$ cat src/rtl/fifo_pkg.sv
// ============================================================================
// Module      : fifo_pkg
// Description : Shared widths and pointer/count types for the 16-entry FIFO.
// Revision    : 1.0 - initial release
// ============================================================================
`default_nettype none

package fifo_pkg;
    localparam int FIFO_AW    = 4;
    localparam int FIFO_PW    = 5;
    localparam int FIFO_DEPTH = 16;

    typedef logic [FIFO_PW-1:0] ptr_t;
    typedef logic [FIFO_PW-1:0] cnt_t;
endpackage

`default_nettype wire

$ cat src/rtl/addsub5.sv
// ============================================================================
// Module      : addsub5
// Description : 5-bit adder/subtractor, z = a + b or a - b, with carry-out
//               and signed overflow.
// Revision    : 1.0 - initial release
// ============================================================================
`default_nettype none

module addsub5 (
    input  logic [4:0] a,
    input  logic [4:0] b,
    input  logic       sub,
    output logic [4:0] z,
    output logic       co,
    output logic       oflow
);
    logic [4:0] w_b_eff;

    // Subtraction as a + ~b + 1
    assign w_b_eff     = sub ? ~b : b;
    assign {co, z}     = {1'b0, a} + {1'b0, w_b_eff} + {5'd0, sub};
    assign oflow       = (a[4] == w_b_eff[4]) && (z[4] != a[4]);
endmodule

`default_nettype wire

$ cat src/rtl/fifo_ptr_cnt.sv
// ============================================================================
// Module      : fifo_ptr_cnt
// Description : 5-bit wrapping FIFO pointer (4 address bits + lap bit) with
//               increment enable and asynchronous reset.
// Revision    : 1.0 - initial release
// ============================================================================
`default_nettype none

module fifo_ptr_cnt
    import fifo_pkg::*;
(
    input  logic clk,
    input  logic rst,
    input  logic inc,
    output ptr_t ptr,
    output ptr_t ptr_nxt
);
    ptr_t r_ptr;

    // Natural 5-bit rollover gives the 31 -> 0 wrap and the lap-bit flip
    assign ptr_nxt = r_ptr + ptr_t'(inc);
    assign ptr     = r_ptr;

    always_ff @(posedge clk or posedge rst) begin
        if (rst) begin
            r_ptr <= '0;
        end else begin
            r_ptr <= ptr_nxt;
        end
    end
endmodule

`default_nettype wire

$ cat src/rtl/fifo_ptr_ctrl.sv
// ============================================================================
// Module      : fifo_ptr_ctrl
// Description : Read/write pointer and status controller for a 16-entry FIFO.
//               Optional sticky overflow/underflow flags: FIFO_ERR_FLAGS_EN.
// Revision    : 1.0 - initial release
// ============================================================================
`default_nettype none

module fifo_ptr_ctrl
    import fifo_pkg::*;
#(
    parameter int AF_LEVEL = 12,
    parameter int AE_LEVEL = 4
) (
    input  logic               clk,
    input  logic               rst,
    input  logic               wr_req,
    input  logic               rd_req,
    output logic               wr_en,
    output logic               rd_en,
    output logic [FIFO_AW-1:0] wr_addr,
    output logic [FIFO_AW-1:0] rd_addr,
    output logic [FIFO_PW-1:0] count,
    output logic               full,
    output logic               empty,
    output logic               almost_full,
    output logic               almost_empty,
    output logic               ovf_err,
    output logic               udf_err
);
    localparam cnt_t C_AF_LEVEL = cnt_t'(AF_LEVEL);
    localparam cnt_t C_AE_LEVEL = cnt_t'(AE_LEVEL);
    localparam cnt_t C_DEPTH    = cnt_t'(FIFO_DEPTH);

    ptr_t w_wr_ptr;
    ptr_t w_rd_ptr;
    ptr_t w_wr_ptr_nxt;
    ptr_t w_rd_ptr_nxt;
    cnt_t w_count_nxt;
    logic w_co_unused;
    logic w_oflow_unused;

    cnt_t r_count;
    logic r_full;
    logic r_empty;
    logic r_almost_full;
    logic r_almost_empty;

    assign wr_en = wr_req & ~r_full;
    assign rd_en = rd_req & ~r_empty;

    fifo_ptr_cnt u_wr_ptr (
        .clk     (clk),
        .rst     (rst),
        .inc     (wr_en),
        .ptr     (w_wr_ptr),
        .ptr_nxt (w_wr_ptr_nxt)
    );

    fifo_ptr_cnt u_rd_ptr (
        .clk     (clk),
        .rst     (rst),
        .inc     (rd_en),
        .ptr     (w_rd_ptr),
        .ptr_nxt (w_rd_ptr_nxt)
    );

    // Occupancy never exceeds 16, so the 5-bit difference is exact
    addsub5 u_addsub5 (
        .a     (w_wr_ptr_nxt),
        .b     (w_rd_ptr_nxt),
        .sub   (1'b1),
        .z     (w_count_nxt),
        .co    (w_co_unused),
        .oflow (w_oflow_unused)
    );

    always_ff @(posedge clk or posedge rst) begin
        if (rst) begin
            r_count        <= '0;
            r_full         <= 1'b0;
            r_empty        <= 1'b1;
            r_almost_full  <= 1'b0;
            r_almost_empty <= 1'b1;
        end else begin
            r_count        <= w_count_nxt;
            r_full         <= (w_count_nxt == C_DEPTH);
            r_empty        <= (w_count_nxt == '0);
            r_almost_full  <= (w_count_nxt >= C_AF_LEVEL);
            r_almost_empty <= (w_count_nxt <= C_AE_LEVEL);
        end
    end

`ifdef FIFO_ERR_FLAGS_EN
    logic r_ovf_err;
    logic r_udf_err;

    always_ff @(posedge clk or posedge rst) begin
        if (rst) begin
            r_ovf_err <= 1'b0;
            r_udf_err <= 1'b0;
        end else begin
            r_ovf_err <= r_ovf_err | (wr_req & r_full);
            r_udf_err <= r_udf_err | (rd_req & r_empty);
        end
    end

    assign ovf_err = r_ovf_err;
    assign udf_err = r_udf_err;
`else
    assign ovf_err = 1'b0;
    assign udf_err = 1'b0;
`endif

    assign wr_addr      = w_wr_ptr[FIFO_AW-1:0];
    assign rd_addr      = w_rd_ptr[FIFO_AW-1:0];
    assign count        = r_count;
    assign full         = r_full;
    assign empty        = r_empty;
    assign almost_full  = r_almost_full;
    assign almost_empty = r_almost_empty;
endmodule

`default_nettype wire

$ cat config.mk
export PLATFORM = sky130hd
export DESIGN_NAME = fifo_ptr_ctrl
export DESIGN_NICKNAME = d
export VERILOG_FILES = /design/src/rtl/fifo_pkg.sv /design/src/rtl/addsub5.sv /design/src/rtl/fifo_ptr_cnt.sv /design/src/rtl/fifo_ptr_ctrl.sv
export SDC_FILE = /design/constraint.sdc
export NUM_CORES = 1
export LEC_CHECK = 0
export ABC_AREA = 1
export BUFFER_PORTS_ARGS = -buffer_cell sky130_fd_sc_hd__buf_2
export CORE_MARGIN = 10
export CORE_UTILIZATION = 51
export DETAILED_ROUTE_END_ITERATION = 10
export PLACE_DENSITY = 0.77
export SYNTH_ARGS = -nofsm -noshare
export SYNTH_HDL_FRONTEND = slang
export SYNTH_HIERARCHICAL = 1
export SYNTH_SLANG_ARGS = --single-unit
$ cat constraint.sdc
create_clock -name clk -period 3.1 [get_ports clk]
set_clock_uncertainty 0.1 [all_clocks]
set_input_delay 0 -clock clk [delete_from_list [all_inputs] [get_ports clk]]
set_output_delay 0 -clock clk [all_outputs]
set_load 0.03 [all_outputs]
==> summary.txt <==
Floorplan
  – Core Area: 0.00176 mm^2
  – Die Ht: 63.7 um
  – Row count: 15
  – Die width: 63.7 um
  – I/O pin total: 25
  – DIE AREA: 0.00406 mm^2
  – Initial Util: 0.552

Clock network
  – TritonCTS sink count: 19
  – CTS tree: yes
  – Number of setup buffers added after CTS: 0
  – CTS buffer count: 3
  – Hold-fix buffers, CTS: 1
  – Max clock buf depth: 2
  – Cts repair resizes: 0
  – # H-tree levels: 1
  – Clk_lat worst skew: approximately 300 ps
  – CTS root buf: clkbuf_4
  – Clock transition at the registers of the reported paths: 110 ps

Status
  – Status: complete, no violations

Placed design
  – IO buf count: 22
  – DP HPWL: ~1700 um
  – Setup WS pre-CTS: 477 ps
  – GP Congestion: around 0.78
  – Placed instance area: around 0.0011 mm^2

Final layout
  – Layout Nets: 146
  – Area Overhead vs Synth: 16.3%
  – Share of cells above drive strength 1: 0.220
  – Fin area: about 0.0011 mm^2
  – Antenna diodes: 0
  – Filler cells: around 160
  – Final Util: 0.642

Setup path
  – CP required: ~3200 ps
  – Max incr delay on CP: 540 ps
  – R2R Setup Slk: 450 ps
  – CP Capture Type: flip-flop
  – Worst reg2reg path depth: 12
  – Kind of critical path: flip-flop to flip-flop
  – Worst-path cell chain: nor2_1 > ha_1 > ha_1 > xnor2_1 > fa_1 > inv_1 > nand2_1 > nand2_1 > nand2_2 > xor2_1 > inv_1 > nor2_1
  – Reg2Reg Capture Point: full
  – Crit start category: flip-flop
  – Crit path depth: 12
  – Buffers plus inverters on the worst setup path: 2
  – CP max FO: 3
  – Delay-heaviest family, CP: adder cells
  – Crit-path slowest cell: dfstp_2
  – Worst r2r src: empty
  – CP arrival: approximately 2800 ps

GRT
  – Largest net degree at the start of global routing: 11
  – Global route hottest layer: met2
  – Initial antenna violation count: 0
  – First-pass GRT wire length: 3240 um
  – Vias in the first global route: 702
  – M3 GR Usage: 0.0230
  – Tot GR Track Use: 0.0977
  – Met2 Resource Use GR: 0.162
  – Met1 GRT Util: 0.117
  – Overflow after GRT: 0

Synthesis
  – Mapped Area: a little under 0.001 mm^2
  – Syn. warnings: 6
  – Cells after synthesis: approximately 110
  – Syn avg cell area: slightly above 9 um^2

STA
  – Final min period: between 2000 and 3000 ps
  – Setup Viol. Count Final: 0
  – Unrepaired setup endpoints after global routing: no
  – Final worst setup slack: ~450 ps
  – F_max: between 300 and 400 MHz
  – Max Slew Vio Count: 0
  – Final Cycle Share: 0.854
  – Post-route setup TNS: 0 ps
  – Hold Violations, Final: 0

Detailed routing
  – Pre-Repair DR Iteration Count: 4
  – DRT iter0 DRCs: 37
  – Overall via count from detail_route: just over 700
  – Post-DRT Antenna Nets: 0
  – DRC: 0
  – WL final: 1920 um
  – Drt wl/cell: 12.2 um
  – Routed vias/inst: approximately 4.6

Run
  – Max_cap viols: 0

Worst hold path
  – Worst hold path type: input pin to asynchronous set/reset pin
==> final cells by class <==
| cell class | count | area [um^2] | share of cell area |
|---|---|---|---|
| multi-input cells | 64 | 394 | 0.348 |
| flip-flops and latches | 19 | 478 | 0.422 |
| repair buffers | 23 | 120 | 0.106 |
| well taps | 25 | 31.3 | 0.0276 |
| clock buffers | 4 | 26.3 | 0.0232 |
| inverters | 22 | 82.6 | 0.0729 |
==> state kept, by name, summed over array words and instances (netlist names) <==
| name | count |
|---|---|
| u_rd_ptr/ptr | 5 |
| count | 5 |
| empty | 1 |
| almost_full | 1 |
| almost_empty | 1 |
| u_wr_ptr/ptr | 5 |
| full | 1 |
==> worst register-to-register path, cell delays in order, from the launching register on <==
cell	delay [ps]
dfstp_2	540
nor2_1	50
ha_1	230
ha_1	320
xnor2_1	170
fa_1	430
inv_1	70
nand2_1	50
nand2_1	70
nand2_2	60
xor2_1	250
inv_1	110
nor2_1	130
==> cell usage in the layout (no fill, tap or decap), drive strengths merged <==
master       instances
o21ai                1
nor2                 9
nand3                6
nand2               22
conb                 3
buf                 22
xor2                 6
clkbuf               4
dfstp                2
ha                   8
or2                  1
inv                 22
dlygate4sd3          1
fa                   1
dfrtp               17
a21oi                1
xnor2                2
nand4                4
==> worst max-delay path by stage <==
stage | start | endpoint
global placement | empty | almost_empty
detailed placement | empty | full
global route | empty | full
finish | empty | full
CTS | empty | full
floorplan | empty | almost_empty
==> stage by stage <==
stage	hold slack [ps]	cells
6_report	45.6	157
5_1_grt	54.8	157
4_1_cts	49.9	157
3_5_place_dp	-180	152
3_3_place_gp	-180	152
2_1_floorplan	-321	108
==> metal layers <==
metal,wire (um),vias up,share of wire
li1,-,369,-
met1,869,324,0.45
met2,934,18,0.49
met3,83,4,0.043
met4,32,0,0.017
met5,0,-,0
Power is not shown: default switching activity piles up to over one toggle a cycle in this logic, so the estimate is an artifact.
